File: src/rtl/alu_exec.sv
// Execute-stage ALU: condition check, ARM data-processing ops in one cycle,
// and a 32-cycle shift-add multiply, with registered write-back outputs.
module alu_exec (
  input  logic        clock_i,
  input  logic        reset_i,
  input  logic        start_i,
  input  logic        is_mul_i,
  input  logic [3:0]  opcode_i,
  input  logic [3:0]  cond_i,
  input  logic        set_flags_i,
  input  logic [3:0]  dest_sel_i,
  input  logic [31:0] op_a_i,
  input  logic [31:0] op_b_i,
  input  logic [3:0]  flags_in_i,
  output logic        busy_o,
  output logic        done_o,
  output logic [31:0] result_o,
  output logic [3:0]  wr_sel_o,
  output logic        wr_en_o,
  output logic [3:0]  flags_out_o
);

  localparam int unsigned W  = 32;
  localparam int unsigned CW = 6;
  localparam logic [CW-1:0] MUL_ITERS = CW'(32);

  // EXEC is the single evaluate cycle between acceptance and the done cycle
  localparam logic [1:0] S_IDLE = 2'd0;
  localparam logic [1:0] S_EXEC = 2'd1;
  localparam logic [1:0] S_MUL  = 2'd2;
  localparam logic [1:0] S_DONE = 2'd3;

  logic [1:0]    state_q, state_d;
  logic [W-1:0]  a_q, a_d, b_q, b_d, acc_q, acc_d;
  logic [CW-1:0] count_q, count_d;
  logic [3:0]    flags_q, flags_d, opcode_q, opcode_d, cond_q, cond_d, dest_q, dest_d;
  logic          set_q, set_d, is_mul_q, is_mul_d;
  logic          busy_q, busy_d, done_q, done_d, wr_en_q, wr_en_d;
  logic [W-1:0]  result_q, result_d;
  logic [3:0]    wr_sel_q, wr_sel_d, flags_out_q, flags_out_d;

  logic [W-1:0]  x_c, y_c, logic_res_c, dp_res_c;
  logic          cin_c, is_arith_c, is_cmp_c, ovf_c, cond_ok_c;
  logic [W:0]    sum_c;

  function automatic logic cond_pass(input logic [3:0] c, input logic [3:0] f);
    logic n, z, cf, v;
    {n, z, cf, v} = f;
    case (c)
      4'h0: cond_pass = z;
      4'h1: cond_pass = !z;
      4'h2: cond_pass = cf;
      4'h3: cond_pass = !cf;
      4'h4: cond_pass = n;
      4'h5: cond_pass = !n;
      4'h6: cond_pass = v;
      4'h7: cond_pass = !v;
      4'h8: cond_pass = cf && !z;
      4'h9: cond_pass = !cf || z;
      4'hA: cond_pass = (n == v);
      4'hB: cond_pass = (n != v);
      4'hC: cond_pass = !z && (n == v);
      4'hD: cond_pass = z || (n != v);
      4'hE: cond_pass = 1'b1;
      default: cond_pass = 1'b0;
    endcase
  endfunction

  // Data-processing datapath on the captured operands
  always_comb begin
    is_cmp_c   = (opcode_q[3:2] == 2'b10);
    is_arith_c = 1'b0;
    x_c        = a_q;
    y_c        = b_q;
    cin_c      = 1'b0;
    case (opcode_q)
      4'h2, 4'hA: begin is_arith_c = 1'b1; y_c = ~b_q; cin_c = 1'b1; end
      4'h3:       begin is_arith_c = 1'b1; x_c = b_q; y_c = ~a_q; cin_c = 1'b1; end
      4'h4, 4'hB: begin is_arith_c = 1'b1; end
      4'h5:       begin is_arith_c = 1'b1; cin_c = flags_q[1]; end
      4'h6:       begin is_arith_c = 1'b1; y_c = ~b_q; cin_c = flags_q[1]; end
      4'h7:       begin is_arith_c = 1'b1; x_c = b_q; y_c = ~a_q; cin_c = flags_q[1]; end
      default: ;
    endcase
    sum_c = {1'b0, x_c} + {1'b0, y_c} + (W+1)'(cin_c);
    ovf_c = (x_c[W-1] == y_c[W-1]) && (sum_c[W-1] != x_c[W-1]);
    case (opcode_q)
      4'h0, 4'h8: logic_res_c = a_q & b_q;
      4'h1, 4'h9: logic_res_c = a_q ^ b_q;
      4'hC:       logic_res_c = a_q | b_q;
      4'hD:       logic_res_c = b_q;
      4'hE:       logic_res_c = a_q & ~b_q;
      default:    logic_res_c = ~b_q;
    endcase
    dp_res_c  = is_arith_c ? sum_c[W-1:0] : logic_res_c;
    cond_ok_c = cond_pass(cond_q, flags_q);
  end

  // Next-state and next-output logic
  always_comb begin
    state_d     = state_q;
    a_d         = a_q;
    b_d         = b_q;
    acc_d       = acc_q;
    count_d     = count_q;
    flags_d     = flags_q;
    opcode_d    = opcode_q;
    cond_d      = cond_q;
    dest_d      = dest_q;
    set_d       = set_q;
    is_mul_d    = is_mul_q;
    result_d    = result_q;
    wr_sel_d    = wr_sel_q;
    wr_en_d     = wr_en_q;
    flags_out_d = flags_out_q;
    case (state_q)
      S_IDLE: begin
        if (start_i) begin
          a_d      = op_a_i;
          b_d      = op_b_i;
          flags_d  = flags_in_i;
          opcode_d = opcode_i;
          cond_d   = cond_i;
          set_d    = set_flags_i;
          dest_d   = dest_sel_i;
          is_mul_d = is_mul_i;
          acc_d    = '0;
          count_d  = '0;
          state_d  = (is_mul_i && cond_pass(cond_i, flags_in_i)) ? S_MUL : S_EXEC;
        end
      end
      S_EXEC: begin
        state_d  = S_DONE;
        wr_sel_d = dest_q;
        if (!cond_ok_c || is_mul_q) begin
          result_d    = '0;
          wr_en_d     = 1'b0;
          flags_out_d = flags_q;
        end else begin
          result_d    = dp_res_c;
          wr_en_d     = !is_cmp_c;
          flags_out_d = flags_q;
          if (set_q || is_cmp_c) begin
            flags_out_d[3] = dp_res_c[W-1];
            flags_out_d[2] = (dp_res_c == '0);
            if (is_arith_c) begin
              flags_out_d[1] = sum_c[W];
              flags_out_d[0] = ovf_c;
            end
          end
        end
      end
      S_MUL: begin
        if (count_q == MUL_ITERS) begin
          state_d     = S_DONE;
          result_d    = acc_q;
          wr_sel_d    = dest_q;
          wr_en_d     = 1'b1;
          flags_out_d = flags_q;
          if (set_q) flags_out_d[3:2] = {acc_q[W-1], acc_q == '0};
        end else begin
          if (b_q[0]) acc_d = acc_q + a_q;
          a_d     = a_q << 1;
          b_d     = b_q >> 1;
          count_d = count_q + CW'(1);
        end
      end
      default: state_d = S_IDLE;
    endcase
    done_d = (state_d == S_DONE);
    busy_d = (state_d != S_IDLE);
  end

  always_ff @(posedge clock_i or posedge reset_i) begin
    if (reset_i) begin
      state_q     <= S_IDLE;
      a_q         <= '0;
      b_q         <= '0;
      acc_q       <= '0;
      count_q     <= '0;
      flags_q     <= '0;
      opcode_q    <= '0;
      cond_q      <= '0;
      dest_q      <= '0;
      set_q       <= 1'b0;
      is_mul_q    <= 1'b0;
      busy_q      <= 1'b0;
      done_q      <= 1'b0;
      result_q    <= '0;
      wr_sel_q    <= '0;
      wr_en_q     <= 1'b0;
      flags_out_q <= '0;
    end else begin
      state_q     <= state_d;
      a_q         <= a_d;
      b_q         <= b_d;
      acc_q       <= acc_d;
      count_q     <= count_d;
      flags_q     <= flags_d;
      opcode_q    <= opcode_d;
      cond_q      <= cond_d;
      dest_q      <= dest_d;
      set_q       <= set_d;
      is_mul_q    <= is_mul_d;
      busy_q      <= busy_d;
      done_q      <= done_d;
      result_q    <= result_d;
      wr_sel_q    <= wr_sel_d;
      wr_en_q     <= wr_en_d;
      flags_out_q <= flags_out_d;
    end
  end

  assign busy_o      = busy_q;
  assign done_o      = done_q;
  assign result_o    = result_q;
  assign wr_sel_o    = wr_sel_q;
  assign wr_en_o     = wr_en_q;
  assign flags_out_o = flags_out_q;

endmodule

File: config.mk
export PLATFORM = sky130hd
export DESIGN_NAME = alu_exec
export DESIGN_NICKNAME = d
export VERILOG_FILES = /design/src/rtl/alu_exec.sv
export SDC_FILE = /design/constraint.sdc
export NUM_CORES = 1
export LEC_CHECK = 0
export CAP_MARGIN = 20
export CORE_MARGIN = 4
export CORE_UTILIZATION = 45
export CTS_CLUSTER_SIZE = 20
export DETAILED_ROUTE_END_ITERATION = 7
export GPL_TIMING_DRIVEN = 0
export SLEW_MARGIN = 20
export SYNTH_ARGS = -nofsm -noshare
export SYNTH_HDL_FRONTEND = slang
export SYNTH_SLANG_ARGS = --single-unit
File: constraint.sdc
create_clock -name clock_i -period 13.02 [get_ports clock_i]
set_input_delay 1.953 -clock clock_i [delete_from_list [all_inputs] [get_ports clock_i]]
set_output_delay 1.953 -clock clock_i [all_outputs]
set_load 0.02 [all_outputs]
==> impl_summary.log <==
INFO  metric routed_via_density = 6.24
INFO  metric post_cts_buffers = 0
INFO  metric gpl.final_weighted_congestion = 0.974
INFO  metric reg2regPathDepth = 23
INFO  metric port_buffer_count = 124
INFO  metric floorplan.core_area = 0.0316 mm^2
INFO  metric cap_violations = 0
INFO  metric grt_first_pass_wirelength = 86.3 mm
INFO  metric critPathMaxFanout = 10
INFO  metric pin_count = 128
INFO  metric antenna_found_initial = 0
INFO  metric fmax = 120 MHz
INFO  metric hold_path_depth = 2
INFO  metric clk-insertion-delay-late = 0.47 ns
INFO  metric period_minus_slack = 8.34 ns
INFO  metric synth_async_sr_flop_share = 100%
INFO  metric hold_start = wr_sel_o[3]
INFO  metric ant_nets = 0
INFO  metric nets = 2,232
INFO  metric finalHoldViolations = 0
INFO  metric period_share = 64.1%
INFO  metric synth_top_area_cell = sky130_fd_sc_hd__dfrtp_1
INFO  metric effective_utilization_at_floorplan = 45.8%
INFO  metric h-tree-depth = 4
INFO  metric yosys.area.top_type_share = 28.5%
INFO  metric final_layout_size_suffix_gt1_share = 4.62%
INFO  metric worstPathRequired = 13.43 ns
INFO  metric max_transition_margin = 26.9%
INFO  metric worst-setup-path-type = register to register
INFO  metric reg2reg_from = opcode_q[0]
INFO  metric post_drt_wl_per_cell = 23.2 um
INFO  metric cts-resized-gates = 0
INFO  metric ff2ff_setup_slack = 4.68 ns
INFO  metric vias = 15,300
INFO  metric critical_path.startpoint_type = register
INFO  metric dieWidth = 187 um
INFO  metric areaGrowthSynthToFinish = 16.7%
INFO  metric final-setup-viol-count = 0
INFO  metric synth_fp_nets = 2,087
INFO  metric detail_route.iter0.violations = 1,518
INFO  metric clockRootBuffer = sky130_fd_sc_hd__clkbuf_16
INFO  metric crit_path_end_kind = register
INFO  metric worst_pin_slew = 1.09 ns
INFO  metric whs_endpoint = wr_sel_o[3]
INFO  metric worstReg2RegEnd = flags_out_o[2]
INFO  metric yosys_warnings = 0
INFO  metric synth.top_cells.by_area = sky130_fd_sc_hd__dfrtp_1 (29%), sky130_fd_sc_hd__o21ai_0 (10%), sky130_fd_sc_hd__ha_1 (8.6%), sky130_fd_sc_hd__nand2_1 (7.4%), sky130_fd_sc_hd__mux2i_1 (4.9%)
INFO  metric global_route.overflow_total = 0
INFO  metric max-clock-path-buffers = 2
INFO  metric dominantRegCellSynth = sky130_fd_sc_hd__dfrtp_1
INFO  metric worst_hold_path_type = register to register
INFO  metric post-dp-hpwl = 44.3 mm
INFO  metric fp-row-count = 65
INFO  metric yosys.cell_types.count = 87
INFO  metric synthesis.instances = 1,899
INFO  metric rsz0062_at_grt = no
INFO  metric post-route-drc-count = 0
INFO  metric numClockSinks = 165
INFO  metric insertedDiodeCount = 0
INFO  metric post_cts_hold_buffer_count = 0
INFO  metric syn_avg_cell_area = 7.62 um^2
INFO  metric cts_tree = done
INFO  metric numCtsBuffers = 17
INFO  metric dieHeight = 187 um
INFO  metric final_max_slew_viol_count = 0
INFO  metric fin_setup_tns = 0 ns
INFO  metric grt_start_max_net_pins = 64
INFO  metric gr-usage-all-layers = 31.6%
INFO  metric routed_wirelength = 57.0 mm
INFO  metric synth_seq_cells = 165
INFO  metric synth_sequential_area_ratio = 28.5%
INFO  metric vias_in_the_first_global_route = 14,400
INFO  metric outcome = complete, no violations
INFO  metric number_of_flops_mapped_to_enable_cells_by_yosys = 0
INFO  metric clock_transition_at_the_register_clock_pins_on_the_worst_setup_and_hold_paths_after_cts = 0.09 ns
INFO  metric die-area = 0.0351 mm^2
INFO  metric cp.arrival = 8.75 ns
INFO  metric post_synth_instance_area = 0.0145 mm^2
INFO  metric detail_route.first_pass.iterations = 6
INFO  metric clock_skew_after_layout = 0.0198 ns
## synth_stat cells (all sizes together), types with 30 or more instances
| cell | n |
|---|---|
| o21ai | 301 |
| nand3 | 30 |
| a21oi | 139 |
| nor3 | 30 |
| clkbuf | 101 |
| inv | 96 |
| nand2 | 285 |
| nor2 | 131 |
| buf | 30 |
| ha | 100 |
| mux2i | 71 |
| dfrtp | 165 |
## kinds of logic after synthesis
| logic type | synth area share (%) |
|---|---|
| flops | 28.5 |
| compound gates | 28.5 |
| buf+inv | 6.21 |
| mux | 6.70 |
| simple gates | 18.2 |
| fa+ha+maj | 9.06 |
| xor+xnor | 2.78 |
## worst max-delay path, stage by stage, from the launching register on
cell,delay (ns)
sky130_fd_sc_hd__dfrtp_1,0.44
sky130_fd_sc_hd__buf_2,0.22
sky130_fd_sc_hd__inv_2,0.22
sky130_fd_sc_hd__buf_1,0.58
sky130_fd_sc_hd__clkbuf_1,0.61
sky130_fd_sc_hd__nor2_1,0.19
sky130_fd_sc_hd__nand2_1,0.20
sky130_fd_sc_hd__clkbuf_1,0.60
sky130_fd_sc_hd__buf_1,0.68
sky130_fd_sc_hd__nand2_1,0.10
sky130_fd_sc_hd__o21ai_0,0.11
sky130_fd_sc_hd__ha_1,0.26
sky130_fd_sc_hd__clkbuf_1,0.22
sky130_fd_sc_hd__and2_1,0.21
sky130_fd_sc_hd__a311oi_1,0.42
sky130_fd_sc_hd__a21oi_1,0.15
sky130_fd_sc_hd__o21ai_1,0.34
sky130_fd_sc_hd__nand2_1,0.09
sky130_fd_sc_hd__o311ai_0,0.87
sky130_fd_sc_hd__o311ai_0,0.50
sky130_fd_sc_hd__nor4b_2,0.46
sky130_fd_sc_hd__nand4b_1,0.17
sky130_fd_sc_hd__nor4b_2,0.40
sky130_fd_sc_hd__a31o_1,0.20
## through the flow
step | hold WS, ns | std cells | area [um^2] | worst slack, ns | utilization (%)
2_1_floorplan | 0.441 | 1899 | 14500 | 6.61 | -
3_3_place_gp | 0.451 | 2425 | 16200 | 4.02 | 51.3
3_5_place_dp | 0.456 | 2427 | 16300 | 4.99 | 51.5
4_1_cts | 0.471 | 2459 | 16900 | 4.93 | 53.4
5_1_grt | 0.504 | 2459 | 16900 | 4.34 | 53.4
6_report | 0.464 | 2459 | 16900 | 4.68 | 53.4
## routing by layer
| layer | vias up | GRT usage, % | part of all wire [%] |
|---|---|---|---|
| met5 | - | 0 | 0 |
| met2 | 669 | 48.1 | 43 |
| li1 | 7169 | - | - |
| met4 | 0 | 11.4 | 3.8 |
| met3 | 120 | 7.75 | 8.6 |
| met1 | 7374 | 43.9 | 44 |
## placed cells by master, fill, tap and decap left out, drive strengths merged, types with 16 or more instances in the layout
| cell | n |
|---|---|
| clkbuf | 121 |
| mux2 | 21 |
| o31ai | 16 |
| a21oi | 139 |
| nand3 | 30 |
| nor3 | 30 |
| dfrtp | 165 |
| clkdlybuf4s50 | 124 |
| xnor2 | 23 |
| a31oi | 24 |
| buf | 32 |
| a221oi | 23 |
| nor2 | 131 |
| nand2 | 285 |
| mux2i | 71 |
| xor2 | 23 |
| ha | 100 |
| o21ai | 301 |
| inv | 101 |
| a21o | 28 |
## worst max path at each step
stage	start	cells after the start	slack, ns	endpoint
finish	opcode_q[0]	23	4.68	flags_out_o[2]
global route	opcode_q[1]	24	4.34	flags_out_o[2]
CTS	opcode_q[0]	23	4.93	flags_out_o[2]
detailed placement	opcode_q[0]	23	4.99	flags_out_o[2]
global placement	reset_i	2	4.02	b_q[3]
floorplan	reset_i	1	6.61	a_q[0]
## registers in the layout (all words and copies together), names as in the netlist, 2 cells and up
signal / count
acc_q: 32
flags_out_o: 4
count_q: 6
cond_q: 4
result_o: 32
flags_q: 4
b_q: 32
dest_q: 4
state_q: 2
wr_sel_o: 4
opcode_q: 4
a_q: 32
## final cells by class
cell class,count,area [um^2]
timing repair buffer,126,1300
multi-input combinational,1506,9450
sequential,165,4130
tap,402,503
buffer,131,536
clock inverter,12,165
clock buffer,20,447
fill,3116,14700
inverter,97,372
Power is left out: the tool's default activity adds up to more than one toggle a clock period on the data nets, which glitch-free logic cannot reach.
